**config.mk**
```make
export PLATFORM = sky130hd
export DESIGN_NAME = bca_pattern_gen
export DESIGN_NICKNAME = d
export VERILOG_FILES = /design/src/rtl/bca_pkg.sv /design/src/rtl/pattern_gen_datapath.sv /design/src/rtl/bca_pattern_gen.sv
export SDC_FILE = /design/constraint.sdc
export NUM_CORES = 1
export LEC_CHECK = 0
export CORE_UTILIZATION = 53
export CTS_BUF_LIST = sky130_fd_sc_hd__clkbuf_16
export DETAILED_ROUTE_END_ITERATION = 6
export PLACE_DENSITY = 0.81
export SLEW_MARGIN = 20
export SYNTH_ARGS = -nofsm -noshare
export SYNTH_HDL_FRONTEND = slang
export SYNTH_SLANG_ARGS = --single-unit
```
**constraint.sdc**
```tcl
create_clock -name clk -period 2.6 [get_ports clk]
set_clock_uncertainty 0.15 [all_clocks]
set_input_delay 0.26 -clock clk [delete_from_list [all_inputs] [get_ports clk]]
set_output_delay 0.26 -clock clk [all_outputs]
set_load 0.05 [all_outputs]
```
**src/rtl/bca_pkg.sv**
```systemverilog
// Shared definitions for the bit-count (BCA) family: state encoding of the
// pattern generator controller and the default word width.
package bca_pkg;

   typedef enum logic [1:0] {
      S_IDLE  = 2'd0,
      S_SHIFT = 2'd1,
      S_DONE  = 2'd2
   } pg_state_t;

   localparam int BCA_WIDTH = 8;

endpackage : bca_pkg

```
**src/rtl/pattern_gen_datapath.sv**
```systemverilog
// Pattern shift register, remaining-ones counter and out-of-range flag.
// Ones are shifted in first, so after WIDTH shifts they sit at the MSB end.
module pattern_gen_datapath
   import bca_pkg::*;
#(
   parameter int WIDTH = BCA_WIDTH,
   parameter int CW    = $clog2(WIDTH + 1)
) (
   input  logic             clk,
   input  logic             reset,
   input  logic             load_i,
   input  logic             shift_i,
   input  logic [CW-1:0]    count_i,
   output logic [WIDTH-1:0] pattern_o,
   output logic             zero_o,
   output logic             err_flag_o
);

   logic [WIDTH-1:0] pattern_q, pattern_d;
   logic [CW-1:0]    remaining_q, remaining_d;
   logic             err_flag_q, err_flag_d;
   logic             zero_s;

   // Requests above WIDTH saturate so the word simply fills with ones.
   function automatic logic [CW-1:0] sat_count(input logic [CW-1:0] k);
      logic [CW-1:0] r;
      if (k > CW'(WIDTH)) begin
         r = CW'(WIDTH);
      end else begin
         r = k;
      end
      return r;
   endfunction

   assign zero_s = (remaining_q == {CW{1'b0}});

   // Next-state for the shift register, counter and error flag.
   always_comb begin
      pattern_d   = pattern_q;
      remaining_d = remaining_q;
      err_flag_d  = err_flag_q;
      if (load_i) begin
         pattern_d   = {WIDTH{1'b0}};
         remaining_d = sat_count(count_i);
         err_flag_d  = (count_i > CW'(WIDTH));
      end else if (shift_i) begin
         pattern_d = {pattern_q[WIDTH-2:0], ~zero_s};
         if (!zero_s) begin
            remaining_d = remaining_q - CW'(1);
         end else begin
            remaining_d = remaining_q;
         end
      end else begin
         pattern_d   = pattern_q;
         remaining_d = remaining_q;
         err_flag_d  = err_flag_q;
      end
   end

   // Datapath registers with synchronous reset.
   always_ff @(posedge clk) begin
      if (reset) begin
         pattern_q   <= {WIDTH{1'b0}};
         remaining_q <= {CW{1'b0}};
         err_flag_q  <= 1'b0;
      end else begin
         pattern_q   <= pattern_d;
         remaining_q <= remaining_d;
         err_flag_q  <= err_flag_d;
      end
   end

   assign pattern_o  = pattern_q;
   assign zero_o     = zero_s;
   assign err_flag_o = err_flag_q;

endmodule : pattern_gen_datapath

```
**src/rtl/bca_pattern_gen.sv**
```systemverilog
// Builds a WIDTH-bit word holding k ones packed at the MSB end, using an ASM
// controller with a start/done handshake over a shift-register datapath.
module bca_pattern_gen
   import bca_pkg::*;
#(
   parameter int WIDTH = BCA_WIDTH,
   parameter int CW    = $clog2(WIDTH + 1)
) (
   input  logic             clk,
   input  logic             reset,
   input  logic             start,
   input  logic [CW-1:0]    count,
   output logic [WIDTH-1:0] pattern,
   output logic             busy,
   output logic             done,
   output logic             err
);

   pg_state_t     state_q, state_d;
   logic [CW-1:0] steps_q, steps_d;
   logic          busy_q, done_q, err_q;
   logic          load_s, shift_s, zero_s, err_flag_s;

   // Controller next-state and datapath control strobes.
   always_comb begin
      state_d = state_q;
      steps_d = steps_q;
      load_s  = 1'b0;
      shift_s = 1'b0;
      case (state_q)
         S_IDLE: begin
            if (start) begin
               load_s  = 1'b1;
               steps_d = {CW{1'b0}};
               state_d = S_SHIFT;
            end else begin
               state_d = S_IDLE;
            end
         end
         S_SHIFT: begin
            shift_s = 1'b1;
            steps_d = steps_q + CW'(1);
            if (steps_q == CW'(WIDTH - 1)) begin
               state_d = S_DONE;
            end else begin
               state_d = S_SHIFT;
            end
         end
         S_DONE: begin
            if (start) begin
               state_d = S_DONE;
            end else begin
               state_d = S_IDLE;
            end
         end
         default: begin
            state_d = S_IDLE;
            steps_d = {CW{1'b0}};
         end
      endcase
   end

   // State, step counter and Moore outputs; outputs decode the next state so
   // they line up with the state they describe.
   always_ff @(posedge clk) begin
      if (reset) begin
         state_q <= S_IDLE;
         steps_q <= {CW{1'b0}};
         busy_q  <= 1'b0;
         done_q  <= 1'b0;
         err_q   <= 1'b0;
      end else begin
         state_q <= state_d;
         steps_q <= steps_d;
         busy_q  <= (state_d == S_SHIFT);
         done_q  <= (state_d == S_DONE);
         err_q   <= (state_d == S_DONE) && err_flag_s;
      end
   end

   pattern_gen_datapath #(
      .WIDTH (WIDTH),
      .CW    (CW)
   ) u_datapath (
      .clk        (clk),
      .reset      (reset),
      .load_i     (load_s),
      .shift_i    (shift_s),
      .count_i    (count),
      .pattern_o  (pattern),
      .zero_o     (zero_s),
      .err_flag_o (err_flag_s)
   );

   assign busy = busy_q;
   assign done = done_q;
   assign err  = err_q;

endmodule : bca_pattern_gen
```
==> results.md, run 1 <==
- Status: finished, final reports clean
- Length of the first detailed-routing pass in iterations: 4
- Cells after Synth: 109
- Critical path arrival: 1.43 ns
- Met1 Use GR: 27.1%
- Crit path cell chain: clkdlybuf4s50_1
- Placement-stage cell area: 1160 sq um
- CP startpoint kind: flop
- Flops & latches, synth: 22
- Vias in the first global route: 762
- Die height: 44.8 um
- Initial antenna violation count: 0
- Largest net degree at the start of global routing: 17
- Ys Warns: 0
- Clk slew on worst S/H paths: 0.06 ns
- Via count: 835
- Global routing usage on met2: 38.2%
- Fin worst setup slack: 0.762 ns
- Peak supply drop: 0.000457 V
- Clock root buffer: clkbuf_16
- Fraction of layout instances using a drive strength above 1: 10.2%
- Pleak: 0.456 nW
- Power Total: 0.897 mW
- Max-Cap Viols: 0
- Area of the mapped netlist: 972 sq um
- Setup crit end kind: output pin
- Inst Count DP: 148
- Min Tclk post-route: 1.84 ns
- Clock sink count: 22
- N_diodes: 0
- Detailed placement HPWL: 1.42 mm
- Final Cycle Share: 70.7%
- CTS tree: built
- Synth Flop Type: dfxtp_1
- PostCTS Resize Cnt: 0
- Final ANT Viol Nets: 0
- Slew headroom: 65.7%
- Synth Area per Inst: 8.92 sq um
- RSZ-0062 raised after global routing: false
- Async SR Flop Fraction: 0%
- Post-synthesis sequential area ratio: 45.3%
- Total GRT Usage: 21.9%
- Largest buffer count on any clock path: 2
- Post-synth EDFFs: 0
- Initial core utilization: 56.3%
- Hold_buf cts: 0
- H-Tree Depth: 1
- GRT busiest layer: met2
- Worst Path Buf+Inv: 1
- I/O pin count: 18
- Fin cells: 152
- Port Buf Inserts: 17
- Syn Nets: 119
- Post-synthesis cell type count: 34
- Worst-Skew Late Latency: 0.25 ns
- Setup violators final: 0
- First-pass GRT wire length: 3.22 mm
- Rows: 15
- Slew Viols, Final: 0
- Residual DRC: 0
- Layout Nets: 138
- Post-CTS Setup Bufs: 0
- Final Wtd Congestion: 0.876
- Area Growth Syn to Fin: 30.4%
- Critical path's top delay family: buffers and inverters
- DR iter-0 viols: 21
- Crit Path Max Fanout: 3
- Final wirelength: 2.00 mm
- Drt wl/cell: 13.2 um
- Setup_tns: 0 ns
- Worst min-delay path class: reg2reg
- Pwr Density: 708 nW/um^2
- Core Footprint: 1730 sq um
- Req. time, crit path: 2.19 ns
- CTS Buf Count: 3
- Placement Setup Slack: 0.732 ns
- Die area: 2010 sq um
- Vias per inst: 5.49
- Number of hold violations in the final report: 0
- M3 GR Usage: 4.00%
- Crit Path Class: reg2out
- CP max stage cell: clkdlybuf4s50_1
- Design Area, Final: 1270 sq um
- Worst-margin pin slew: 0.512 ns
- GR Overflow Total: 0
- Fmax: 544 MHz
- Crit-path max cell delay: 0.81 ns
- Die width: 44.8 um
worst paths after layout:
check / start / end / slack, ns / depth (start not counted)
worst max-delay path: u_datapath.pattern_o[1]$_SDFFE_PP0N_ / pattern[1] / 0.76 / 1
worst min-delay path: u_datapath.err_flag_o$_SDFFE_PP0N_ / u_datapath.err_flag_o$_SDFFE_PP0N_ / 0.30 / 2
worst max register to register: u_datapath.remaining_q[0]$_SDFFE_PP0P_ / u_datapath.remaining_q[0]$_SDFFE_PP0P_ / 0.95 / 5
worst min register to register: u_datapath.err_flag_o$_SDFFE_PP0N_ / u_datapath.err_flag_o$_SDFFE_PP0N_ / 0.30 / 2
logic make-up after synthesis:
group | synth area share, %
simple gates | 26.3
compound gates | 18.5
flops | 45.3
buf+inv | 4.25
fa+ha+maj | 3.86
xor+xnor | 1.80
cell type report:
class | count | area, sq um
fillers | 150 | 459
inverters | 6 | 22.5
well taps | 25 | 31.3
multi-input cells | 77 | 490
repair buffers | 18 | 178
clock inverters | 1 | 30.0
flip-flops and latches | 22 | 440
clock buffers | 3 | 75.1
sequential cells by signal, summed over array words and instances (netlist names):
name                    count
steps_q                     4
err                         1
u_datapath.remaining_q      4
u_datapath.pattern_o        8
state_q                     2
done                        1
busy                        1
u_datapath.err_flag_o       1
tightest hold or removal path: stages, from the launching register on:
cell     delay, ns
dfxtp_1       0.30
nand2_1       0.05
a21oi_1       0.05
report_power, final:
group / internal [mW] / total [mW] / switching, mW
sequential: 0.350 / 0.362 / 0.0121
clock: 0.305 / 0.425 / 0.119
combinational: 0.0449 / 0.111 / 0.0656
total: 0.700 / 0.897 / 0.197
metrics by stage:
step / hold slack (ns) / util (%)
floorplan: 0.178 / -
global placement: 0.295 / 67.3
detailed placement: 0.294 / 67.3
CTS: 0.302 / 73.4
global route: 0.322 / 73.4
finish: 0.298 / 73.4
layout by cell type (no fill, tap or decap), types with 2 or more instances in the layout:
master           instances
xor2_1                   2
nand3_1                  2
or3_1                    2
nor2_1                   7
nor3b_1                  3
clkdlybuf4s50_1         17
a31oi_1                  2
nand2_1                 18
inv_1                    5
clkbuf_16                3
ha_1                     3
dfxtp_1                 22
a32oi_1                  3
or3b_1                   2
a21oi_1                 13
nand4_1                  2
nand3b_1                 2
cells in the mapped netlist, types with 2 or more instances:
library cell   n  area share [%]
nor2_1         7             2.7
inv_1          5             1.9
nand4_1        2             1.3
a21oi_1       13             6.7
nand3b_1       2             1.5
or3b_1         2             1.8
xor2_1         2             1.8
a32oi_1        3             2.7
nand3_1        2             1.0
ha_1           3             3.9
nand2_1       18             6.9
or3_1          2             1.3
nor3b_1        3             2.3
buf_2          3             1.5
dfxtp_1       22              45
a31oi_1        2             1.3
metal layers:
layer | vias to the layer above | wire [um]
li1 | 420 | -
met1 | 377 | 857
met2 | 32 | 1030
met3 | 6 | 93
met4 | 0 | 23
met5 | - | 0
No activity file was read; power rests on OpenSTA's default activity.
==> inputs of run 2 (changes only) <==
--- a/config.mk
+++ b/config.mk
@@ -5,10 +5,10 @@
 export SDC_FILE = /design/constraint.sdc
 export NUM_CORES = 1
 export LEC_CHECK = 0
-export CORE_UTILIZATION = 53
+export CORE_UTILIZATION = 45
 export CTS_BUF_LIST = sky130_fd_sc_hd__clkbuf_16
 export DETAILED_ROUTE_END_ITERATION = 6
-export PLACE_DENSITY = 0.81
+export PLACE_DENSITY = 0.73
 export SLEW_MARGIN = 20
 export SYNTH_ARGS = -nofsm -noshare
 export SYNTH_HDL_FRONTEND = slang
==> constraint.sdc (replaced) <==
create_clock -name clk -period 1.5 [get_ports clk]
set_clock_uncertainty 0.15 [all_clocks]
set_input_delay 0.15 -clock clk [delete_from_list [all_inputs] [get_ports clk]]
set_output_delay 0.15 -clock clk [all_outputs]
set_load 0.05 [all_outputs]
==> run 2 against run 1 <==
Compared with the run above:
- count of clock-buffer cells in the layout stayed put
- the flow now finishes with violations (setup timing)
- critical path depth increased by 4
- hold slack gained 0.0028 ns
- cell area rose by 15%
- flip-flop and latch count did not move
- clock power is 29% higher
- highest routed layer unchanged
- cell count is 6.6% higher
- largest cell class unchanged
- global-route usage is 2.9 points lower
- sequential share of layout area decreased by 4.2 points
==> results.md, run 2 (same netlist as run 1, synthesis figures left out) <==
- Clk slew on worst S/H paths: 0.05 ns
- H-Tree Depth: 1
- Worst-margin pin slew: 0.239 ns
- Total GRT Usage: 19.0%
- Setup violators final: 3
- First-pass GRT wire length: 3.45 mm
- Setup crit end kind: flop
- Reg2reg start: u_datapath.remaining_q[0]$_SDFFE_PP0P_
- Req. time, crit path: 1.51 ns
- DR iter-0 viols: 15
- Crit Path Class: reg2reg
- Commonest non-fill, non-tap cell in the layout: dfxtp_1
- Critical path startpoint: u_datapath.remaining_q[0]$_SDFFE_PP0P_
- Slew Viols, Final: 0
- Failing checks: setup timing
- Largest net degree at the start of global routing: 13
- Design Area, Final: 1460 sq um
- Worst min-delay path class: reg2reg
- Max reg flops: 8
- Final ANT Viol Nets: 0
- Final Wtd Congestion: 0.928
- Setup_tns: -0.0726 ns
- Fin worst setup slack: -0.0367 ns
- Length of the first detailed-routing pass in iterations: 4
- Core Footprint: 2000 sq um
- Crit Path Max Fanout: 3
- Critical path arrival: 1.55 ns
- Worst Path Buf+Inv: 2
- Fraction of layout instances using a drive strength above 1: 31.9%
- Largest buffer count on any clock path: 2
- Clock sink count: 22
- GR Overflow Total: 0
- Die width: 48.5 um
- Number of hold violations in the final report: 0
- Port Buf Inserts: 17
- Hold Startpoint: u_datapath.err_flag_o$_SDFFE_PP0N_
- CP startpoint kind: flop
- Pwr Density: 981 nW/um^2
- Vias in the first global route: 808
- RSZ-0062 raised after global routing: true
- Max-Cap Viols: 0
- Min Tclk post-route: 1.54 ns
- Rows: 16
- Filler cells: 149
- Die area: 2350 sq um
- Layout Nets: 146
- CTS Buf Count: 3
- Slew headroom: 83.8%
- CP most frequent cell: inv_2
- CTS tree: built
- Final Cycle Share: 102%
- Fmax: 651 MHz
- Most frequent cells in the layout: dfxtp_1, nand2_1, a21oi_1, buf_12, buf_4
- Post-CTS Setup Bufs: 0
- CP max stage cell: or4_4
- Critical path's top delay family: simple AND/OR/NAND/NOR gates
- Crit path cell chain: inv_2 > ha_4 > inv_2 > or4_4 > a311oi_2
- Initial antenna violation count: 0
- Area Growth Syn to Fin: 50.2%
- N_diodes: 0
- Final wirelength: 2.15 mm
- Placement-stage cell area: 1350 sq um
- Die height: 48.5 um
- Placement Setup Slack: -0.228 ns
- I/O pin count: 18
- Initial core utilization: 48.6%
- Core Util, Final: 72.9%
- Drt wl/cell: 13.3 um
- Pleak: 0.542 nW
- Status: finished with violations
- Residual DRC: 0
- Hold_buf cts: 0
- Worst-Skew Late Latency: 0.25 ns
- Vias per inst: 5.57
- Peak supply drop: 0.000710 V
- Detailed placement HPWL: 1.57 mm
- Via count: 903
- Crit-path max cell delay: 0.50 ns
- Clock root buffer: clkbuf_16
-- run 2: cell types whose count changed in the layout (fill, tap and decap cells not counted), sizes merged --
cell           delta
clkdlybuf4s50    -11
bufinv            -1
buf              +19
clkinv            +1
-- run 2: through the flow --
step | hold slack [ns] | cells | total power, mW
floorplan | 0.0614 | 109 | 0.776
CTS | 0.305 | 162 | 1.43
global placement | 0.290 | 158 | 0.867
finish | 0.301 | 162 | 1.43
global route | 0.320 | 162 | 1.49
detailed placement | 0.297 | 158 | 0.872
-- run 2: power breakdown --
part,switching [mW],leakage (nW),total [mW],internal (mW)
Combinational,0.129,0.323,0.250,0.121
Sequential,0.0256,0.180,0.635,0.609
Clock,0.193,0.0385,0.548,0.355
-- run 2: worst paths after layout --
check,endpoint,depth (start not counted),slack (ns)
max,u_datapath.remaining_q[2]$_SDFFE_PP0P_,5,-0.04
min,u_datapath.err_flag_o$_SDFFE_PP0N_,2,0.30
max reg2reg,u_datapath.remaining_q[2]$_SDFFE_PP0P_,5,-0.04
min reg2reg,u_datapath.err_flag_o$_SDFFE_PP0N_,2,0.30
-- run 2: area by class of cell --
cell class / count / area, sq um / share of cell area, %
clock buffer: 3 / 75.1 / 5.14
clock inverter: 1 / 3.75 / 0.257
timing repair buffer: 26 / 348 / 23.8
inverter: 6 / 22.5 / 1.54
multi-input combinational: 77 / 532 / 36.4
tap: 27 / 33.8 / 2.31
sequential: 22 / 445 / 30.5
-- run 2: per-layer routing --
metal  GRT usage (%)  vias up  part of all wire (%)
li1                -      441                     -
met3            2.83        4                   4.2
met4            8.82        0                   1.9
met2            31.9       21                    47
met1            24.0      437                    47
met5               0        -                     0
-- run 2: what timing repair did --
action | 4_1_cts | 5_1_grt
endpoints found under the setup margin | 11 | 12
pin swaps | 1 | 0
gates resized for setup | 4 | 5
-- run 2: worst reg2reg max path, delay by kind of cell, from the launching register on --
kind            cells  cell delay (ns)
compound gates      1             0.19
flops               1             0.32
buf+inv             2             0.14
simple gates        1             0.50
fa+ha+maj           1             0.14
==> inputs of run 3 (changes only) <==
--- a/config.mk
+++ b/config.mk
@@ -8,6 +8,7 @@
 export CORE_UTILIZATION = 45
 export CTS_BUF_LIST = sky130_fd_sc_hd__clkbuf_16
 export DETAILED_ROUTE_END_ITERATION = 6
+export GPL_ROUTABILITY_DRIVEN = 0
 export PLACE_DENSITY = 0.73
 export SLEW_MARGIN = 20
 export SYNTH_ARGS = -nofsm -noshare
==> results of run 3 <==
Final layout, timing and power as in run 2 (identical DEF).
